File: src/rtl/tmr_pkg.sv
// Shared lane indices and helpers for the TMR voting blocks.
package tmr_pkg;

  typedef logic [1:0] lane_t;

  localparam lane_t LANE_A     = 2'd0;
  localparam lane_t LANE_B     = 2'd1;
  localparam lane_t LANE_C     = 2'd2;
  localparam lane_t LANE_MULTI = 2'd3;

  // Maps the per-lane mismatch flags {A,B,C} to the single faulty lane,
  // or LANE_MULTI when more than one lane disagrees with the vote.
  function automatic lane_t laneOf(input logic [2:0] mis);
    lane_t lane;
    case (mis)
      3'b100:  lane = LANE_A;
      3'b010:  lane = LANE_B;
      3'b001:  lane = LANE_C;
      default: lane = LANE_MULTI;
    endcase
    return lane;
  endfunction

endpackage

File: src/rtl/majorityVoter.sv
// Single-bit 2-of-3 majority cell used to collapse the three lanes.
module majorityVoter (
  input  logic a,
  input  logic b,
  input  logic c,
  output logic y
);

  assign y = (a & b) | (a & c) | (b & c);

endmodule

File: src/rtl/tmr_scrub_voter.sv
// Triplicated state register with bitwise majority vote, fault detection,
// a valid/ready fault report slot and a saturating error counter.
// Optional feature macro: TMR_SCRUB_EN (lanes reload from the vote each cycle).
module tmr_scrub_voter
  import tmr_pkg::*;
#(
  parameter int               WIDTH       = 8,
  parameter int               CNT_W       = 8,
  parameter logic [WIDTH-1:0] RESET_VALUE = '0
) (
  input  logic             clk,
  input  logic             rstn,
  input  logic [WIDTH-1:0] in_data,
  input  logic             in_load,
  input  logic             inj_en,
  input  logic [1:0]       inj_lane,
  input  logic [WIDTH-1:0] inj_mask,
  output logic [WIDTH-1:0] out_data,
  output logic             rpt_valid,
  input  logic             rpt_ready,
  output lane_t            rpt_lane,
  output logic [WIDTH-1:0] rpt_mask,
  output logic [CNT_W-1:0] err_cnt,
  output logic             err_ovf,
  input  logic             err_clr
);

  localparam logic [CNT_W-1:0] CntMax = '1;

  logic [WIDTH-1:0] regA, regB, regC;
  logic [WIDTH-1:0] vote;
  logic [WIDTH-1:0] mA, mB, mC;
  logic [WIDTH-1:0] prevA, prevB, prevC;
  logic [WIDTH-1:0] baseA, baseB, baseC;
  logic [WIDTH-1:0] nextA, nextB, nextC;
  logic [2:0]       mis;
  logic             faultEvent;
  logic             capture;
  logic             dropEvent;

  for (genvar i = 0; i < WIDTH; i++) begin : gVote
    majorityVoter uVote (
      .a(regA[i]),
      .b(regB[i]),
      .c(regC[i]),
      .y(vote[i])
    );
  end

  assign out_data = vote;

  assign mA  = regA ^ vote;
  assign mB  = regB ^ vote;
  assign mC  = regC ^ vote;
  assign mis = {|mA, |mB, |mC};

`ifdef TMR_SCRUB_EN
  assign baseA = vote;
  assign baseB = vote;
  assign baseC = vote;
`else
  assign baseA = regA;
  assign baseB = regB;
  assign baseC = regC;
`endif

  assign nextA = (in_load ? in_data : baseA) ^ ((inj_en && inj_lane == LANE_A) ? inj_mask : '0);
  assign nextB = (in_load ? in_data : baseB) ^ ((inj_en && inj_lane == LANE_B) ? inj_mask : '0);
  assign nextC = (in_load ? in_data : baseC) ^ ((inj_en && inj_lane == LANE_C) ? inj_mask : '0);

  // A fault is new only when the mismatch pattern changed since last cycle,
  // so a persistent unscrubbed upset is reported once.
  assign faultEvent = (|mis) && ({mA, mB, mC} != {prevA, prevB, prevC});
  assign capture    = faultEvent && (!rpt_valid || rpt_ready);
  assign dropEvent  = faultEvent && !capture;

  // Lane registers plus the previous-cycle mismatch vectors.
  always_ff @(posedge clk or negedge rstn) begin
    if (!rstn) begin
      regA  <= RESET_VALUE;
      regB  <= RESET_VALUE;
      regC  <= RESET_VALUE;
      prevA <= '0;
      prevB <= '0;
      prevC <= '0;
    end else begin
      regA  <= nextA;
      regB  <= nextB;
      regC  <= nextC;
      prevA <= mA;
      prevB <= mB;
      prevC <= mC;
    end
  end

  // Report slot: holds one fault report until the consumer accepts it.
  always_ff @(posedge clk or negedge rstn) begin
    if (!rstn) begin
      rpt_valid <= 1'b0;
      rpt_lane  <= LANE_A;
      rpt_mask  <= '0;
    end else if (capture) begin
      rpt_valid <= 1'b1;
      rpt_lane  <= laneOf(mis);
      rpt_mask  <= mA | mB | mC;
    end else if (rpt_valid && rpt_ready) begin
      rpt_valid <= 1'b0;
    end
  end

  // Saturating event counter and sticky overflow; a same-cycle event beats clear.
  always_ff @(posedge clk or negedge rstn) begin
    if (!rstn) begin
      err_cnt <= '0;
      err_ovf <= 1'b0;
    end else if (err_clr) begin
      err_cnt <= faultEvent ? CNT_W'(1) : '0;
      err_ovf <= dropEvent;
    end else begin
      if (faultEvent && err_cnt != CntMax) begin
        err_cnt <= err_cnt + CNT_W'(1);
      end
      if (dropEvent) begin
        err_ovf <= 1'b1;
      end
    end
  end

endmodule

File: config.mk
export PLATFORM = sky130hd
export DESIGN_NAME = tmr_scrub_voter
export DESIGN_NICKNAME = d
export VERILOG_FILES = /design/src/rtl/tmr_pkg.sv /design/src/rtl/majorityVoter.sv /design/src/rtl/tmr_scrub_voter.sv
export SDC_FILE = /design/constraint.sdc
export NUM_CORES = 1
export LEC_CHECK = 0
export CAP_MARGIN = 30
export CORE_MARGIN = 1
export CORE_UTILIZATION = 49
export CTS_CLUSTER_DIAMETER = 50
export DETAILED_ROUTE_END_ITERATION = 12
export HOLD_SLACK_MARGIN = 0.15
export PLACE_DENSITY_LB_ADDON = 0.05
export SLEW_MARGIN = 20
export SYNTH_ARGS = -nofsm -noshare
export SYNTH_HDL_FRONTEND = slang
export SYNTH_HIERARCHICAL = 1
export SYNTH_SLANG_ARGS = --single-unit
File: constraint.sdc
create_clock -name clk -period 2.71 [get_ports clk]
set_input_delay 0.4065 -clock clk [delete_from_list [all_inputs] [get_ports clk]]
set_output_delay 0.4065 -clock clk [all_outputs]
set_load 0.005 [all_outputs]
* Yosys cells after proc, flatten, opt, wreduce, memory -nomap -nowiden
Index checks and enable logic that the tools add are counted.
** Word-level totals
- Register bits :: 68
- Input port bits :: 24
- Output and inout bits :: 28
** Operators by class
- $add $sub $neg :: 1
- Equality and inequality tests :: 7
- Mux-type cells :: 14
- Bitwise logic cells :: 48
- Reductions and logical operators :: 19
** Operators by type and width (number)
- 2-to-1 mux 8 bit :: 8
- XOR 8 bit :: 6
- bitwise AND 1 bit :: 24
- != test 24 bit :: 1
- OR reduction 24 bit :: 1
- OR reduction 8 bit :: 3
- OR 1 bit :: 16
- OR 8 bit :: 2
- adder 8 x 1 -> 8 bit, second input constant :: 1
- logical AND 1 bit :: 8
- != test 8 bit, second input constant :: 1
- one-hot mux 2 bit (3 select lines) :: 1
- nonzero test 2 bit :: 3
- 2-to-1 mux 1 bit :: 5
- equality test 3 x 1 -> 1 bit, second input constant :: 1
- equality test 3 x 2 -> 1 bit, second input constant :: 1
- equality test 3 bit, second input constant :: 1
- equality test 2 x 1 -> 1 bit, second input constant :: 1
- equality test 2 bit, second input constant :: 1
- zero test 1 bit :: 2
- zero test 2 bit :: 1
- logical OR 1 bit :: 1

* Depth between registers and ports, before layout
- Word-level depth :: 11
- Mapped depth :: 11
- Mapped depth without buffers :: 9

* Hierarchy
Netlist, hierarchy kept.
** By module, submodules not included
- tmr_scrub_voter :: instances 1, cells an instance 318, area an instance 3473.3 sq um, sequential area each 1701.6 sq um
- majorityVoter :: instances 8, cells an instance 1, area an instance 11.3 sq um, sequential area each 0.0 sq um

* Worst setup path after synthesis
No wires, ideal clock.
- Path type :: register -> register
- From :: reg regC[5] (netlist: baseC[5])
- To :: reg err_cnt[0]
- Data arrival time :: 2.542 ns
- Required time :: 2.586 ns
- Setup slack :: 0.044 ns
- Cell stages (with the launch flop) :: 11
- Buffers on the path :: 2
- Clock period less this slack :: 2.666 ns
- Path through :: dfrtp_1 -> maj3_2 -> xnor2_1 -> nand4_1 -> or4_4 -> or3_4 -> o21ai_4 -> buf_6 -> buf_6 -> o21bai_1 -> o21ai_1
** On the way
- Word-level cells in the longest chain between the ends :: 8
- Elaborated cells on any way between the ends :: 14
- Those cells by class :: eq/ne: 1; mux: 2; bitwise: 7; reduce/logical: 4
** RTL lines
- start, declared :: RTL line tmr_scrub_voter.sv:30 : logic [WIDTH-1:0] regA, regB, regC;
- start signal, assigned :: RTL line tmr_scrub_voter.sv:89 : regC <= nextC;
- bitwise AND 1 bit :: RTL line majorityVoter.sv:9 : assign y = (a & b) | (a & c) | (b & c);
- OR 1 bit :: RTL line majorityVoter.sv:9
- OR 1 bit * :: RTL line majorityVoter.sv:9
- named net out_data[5] :: RTL line tmr_scrub_voter.sv:18 : output logic [WIDTH-1:0] out_data,
- XOR 8 bit, on equally long branches :: RTL line tmr_scrub_voter.sv:54, tmr_scrub_voter.sv:52, tmr_scrub_voter.sv:53
- != test 24 bit or OR reduction 24 bit (tied branches) :: RTL line tmr_scrub_voter.sv:73 : assign faultEvent = (|mis) && ({mA, mB, mC} != {prevA, prevB, prevC});
- logical AND 1 bit * :: RTL line tmr_scrub_voter.sv:73
- 2-to-1 mux 1 bit or logical AND 1 bit (tied branches) :: RTL line tmr_scrub_voter.sv:117, tmr_scrub_voter.sv:120
- 2-to-1 mux 8 bit or nonzero test 2 bit (tied branches)
- end signal, assigned :: RTL line tmr_scrub_voter.sv:117 : err_cnt <= faultEvent ? CNT_W'(1) : '0;
- end signal, assigned :: RTL line tmr_scrub_voter.sv:121 : err_cnt <= err_cnt + CNT_W'(1);
- end, declared :: RTL line tmr_scrub_voter.sv:23 : output logic [CNT_W-1:0] err_cnt,
The timed path passes the listed nets; every way through them passes the cells marked *.
A chain may end at the register's enable or synchronous reset.

* Final worst setup path
- From :: reg regB[6] (netlist: baseB[6])
- To :: reg rpt_mask[0]
** On the way
- Word-level cells in the longest chain between the ends :: 7
- Elaborated cells on any way between the ends :: 11
- Those cells by class :: eq/ne: 1; bitwise: 7; reduce/logical: 3
** RTL lines
- start, declared :: RTL line tmr_scrub_voter.sv:30
- start signal, assigned :: RTL line tmr_scrub_voter.sv:88 : regB <= nextB;
- bitwise AND 1 bit :: RTL line majorityVoter.sv:9
- OR 1 bit (2 in a row) :: RTL line majorityVoter.sv:9
- XOR 8 bit, on equally long branches :: RTL line tmr_scrub_voter.sv:54, tmr_scrub_voter.sv:52, tmr_scrub_voter.sv:53
- != test 24 bit or OR reduction 24 bit (tied branches) :: RTL line tmr_scrub_voter.sv:73
- logical AND 1 bit * :: RTL line tmr_scrub_voter.sv:73
- logical AND 1 bit * :: RTL line tmr_scrub_voter.sv:74 : assign capture = faultEvent && (!rpt_valid || rpt_ready);
- end signal, assigned :: RTL line tmr_scrub_voter.sv:105 : rpt_mask <= mA | mB | mC;
- end, declared :: RTL line tmr_scrub_voter.sv:22 : output logic [WIDTH-1:0] rpt_mask,
Mark *: on every way between the ends. The rest lies on a longest branch, timed or not.

==> flow_metrics.env <==
export IMPL_h_tree_depth=3
export IMPL_fin_ws_ps=44.7
export IMPL_fillCellCount=556
export IMPL_relSlewSlack=0.572
export IMPL_setup_violations=0
export IMPL_syn_area_um2=3560
export IMPL_final_cells=535
export IMPL_status="finished, final reports clean"
export IMPL_syn_to_final_growth_pct=38.9
export IMPL_grt_pass1_wl_um=13600
export IMPL_routed_wl_um=8220
export IMPL_dp_cells=516
export IMPL_synth_cells=326
export IMPL_drtIter0Drc=107
export IMPL_synth_edf_count=0
export IMPL_ys_seq_elements=68
export IMPL_cp_start_kind="register"
export IMPL_ir_drop_v=0.000358
export IMPL_grt_pass1_vias=2767
export IMPL_root_buffer="clkbuf_8"
export IMPL_p_leak_nw=2.09
export IMPL_fin_worst_skew_ps=6.59
export IMPL_final_cell_mix="dfrtp_1 (68), buf_4 (52), clkdlybuf4s50_1 (50)"
export IMPL_cts_tree="built"
export IMPL_r2r_start="baseB[6]$_DFF_PN0_"
export IMPL_hold_viol_final=0
export IMPL_power_density_nw_per_um2=765
export IMPL_critPathLaunch="baseB[6]$_DFF_PN0_"
export IMPL_ys_types=42
export IMPL_end_kind="register"
export IMPL_start_util=0.516
export IMPL_cp_max_fo=8
export IMPL_drcViolationCount=0
export IMPL_rows=30
export IMPL_holdWs_ps=503
export IMPL_antenna_cells=0
export IMPL_numPortBuffers=51
export IMPL_register_area_um2=1700
export IMPL_drive_gt1_frac=0.257
export IMPL_grtUsageTotal=0.237
export IMPL_postSynthAreaPerCell_um2=10.9
export IMPL_cts_buffer_depth=2
export IMPL_tightest_slew_ps=639
export IMPL_required_ps=2930
export IMPL_max_cap_viol_count=0
export IMPL_fp_dieH_um=87.3
export IMPL_post_place_ws_ps=3.96
export IMPL_die_area_um2=7620
export IMPL_finalSetupTns_ps=0
export IMPL_multiInputGateArea_um2=1880
export IMPL_vias=2729
export IMPL_avgViaCountPerCell=5.10
export IMPL_hold_start="rpt_lane[1]$_DFFE_PN0P_"
export IMPL_fin_crit_sh=0.984
export IMPL_arrival_ps=2890
export IMPL_nets=459
export IMPL_totalPowerFinal_mw=3.78
export IMPL_seq_area_frac_synth=0.478
export IMPL_core_area_um2=6910
export IMPL_yosysWarnings=6
export IMPL_worstHoldPathType="reg -> reg"
export IMPL_insertion_delay_ps=340
export IMPL_grt_max_degree=45
export IMPL_rsz0062_at_grt="yes"
export IMPL_clkSlewWorstSetupHoldPaths_ps=80
export IMPL_slew_viol_final=0
export IMPL_path_class="reg -> reg"
export IMPL_clkSinkCount=68
export IMPL_synth_fp_nets=351
export IMPL_dr_pass1_iters=4
export IMPL_layout_min_cycle_time_ps=2670
export IMPL_cts_buffers=9
export IMPL_grt_ovfl_total=0
export IMPL_io_pins=52
export IMPL_max_freq_ghz=0.375
export IMPL_gp_congestion=0.784
export IMPL_place_hpwl_um=6050
export IMPL_antenna_found_initial=0
export IMPL_postRouteAntennaNets=0
export IMPL_final_common_cell="dfrtp_1"
export IMPL_synth_ff_type="dfrtp_1"
export IMPL_wl_per_cell_um=15.4
export IMPL_synthArstFlopShare=1.00
export IMPL_die_w_um=87.3
layer usage:
metal	part of all wire	track usage	up-vias	routed length, um
li1	-	-	1341	-
met1	0.48	0.340	1301	3940
met2	0.48	0.374	73	3920
met3	0.028	0.0284	14	233
met4	0.014	0.0805	0	119
met5	0	0	-	0
synth_stat cells (2+ instances only):
library cell	count	area, um^2
mux2i_1	24	240
dfrtp_1	68	1700
nand3_1	9	45.0
maj3_2	8	90.1
inv_1	19	71.3
buf_6	2	22.5
or4_1	7	52.6
clkbuf_1	4	15.0
nand2_1	32	120
nor2_2	2	12.5
or2_2	2	12.5
nand2b_1	3	18.8
a22oi_1	3	22.5
or4_4	2	22.5
nor2_1	7	26.3
or3_1	9	56.3
o31ai_1	4	30.0
buf_1	2	7.51
xor2_1	51	447
nor4_1	3	18.8
xnor2_2	2	32.5
o21ai_0	4	20.0
a21oi_1	8	40.0
xnor2_1	19	166
mux2_2	2	22.5
nand4_1	7	43.8
o21bai_1	2	15.0
o22a_1	7	61.3
per-stage QoR:
step	cell area, um^2	util
6_report	4950	0.717
5_1_grt	4950	0.717
4_1_cts	4810	0.697
3_5_place_dp	4540	0.657
3_3_place_gp	4540	0.657
2_1_floorplan	3560	-
power breakdown:
| group | total, mW | switching (mW) | internal, mW | leakage (nW) |
|---|---|---|---|---|
| Sequential | 1.38 | 0.137 | 1.24 | 0.784 |
| Clock | 1.03 | 0.397 | 0.636 | 0.122 |
| Combinational | 1.37 | 0.633 | 0.738 | 1.18 |
logic make-up after synthesis:
group | Yosys count | synth area share
simple gates | 89 | 0.134
mux | 26 | 0.0737
fa+ha+maj | 9 | 0.0288
compound gates | 35 | 0.0723
xor+xnor | 72 | 0.181
buf+inv | 27 | 0.0327
flops | 68 | 0.478
registers in the layout, indices dropped and copies added (netlist names):
name	cells
err_cnt	8
rpt_valid	1
baseC	8
prevB	8
baseB	8
rpt_lane	2
rpt_mask	8
prevC	8
baseA	8
err_ovf	1
prevA	8
path summary, 6_finish.rpt:
check                                          end  slack, ps  cells past startpoint
setup / recovery           rpt_mask[0]$_DFFE_PN0P_         40                      8
hold / removal             rpt_lane[1]$_DFFE_PN0P_        500                      1
hold reg to reg            rpt_lane[1]$_DFFE_PN0P_        500                      1
min in group asynchronous   err_cnt[3]$_DFFE_PN0P_        600                      2
setup reg to reg           rpt_mask[0]$_DFFE_PN0P_         40                      8
max in group asynchronous       baseA[6]$_DFF_PN0_       1450                      3
critical path: stages (launching register included):
cell	delay, ps
dfrtp_1	400
maj3_2	370
xnor2_2	200
nand4_1	130
or4_4	510
or3_4	390
o21ai_4	100
nor2_2	140
mux2_2	310
timing repair:
item / 4_1_cts / 5_1_grt
hold endpoints to repair: 24 / 0
endpoints found under the setup margin: 1 / 19
buffers inserted: 0 / 2
pin swaps: 0 / 14
gates resized for setup: 2 / 19
hold buffers: 1 / 0
area by class of cell:
| class | instances | area share |
|---|---|---|
| Clock buffer | 10 | 0.0278 |
| Sequential cell | 68 | 0.344 |
| Tap cell | 96 | 0.0243 |
| Clock inverter | 6 | 0.0225 |
| Timing Repair Buffer | 105 | 0.187 |
| Multi-Input combinational cell | 231 | 0.380 |
| Inverter | 19 | 0.0144 |
Power figures use the tool's default switching activity.
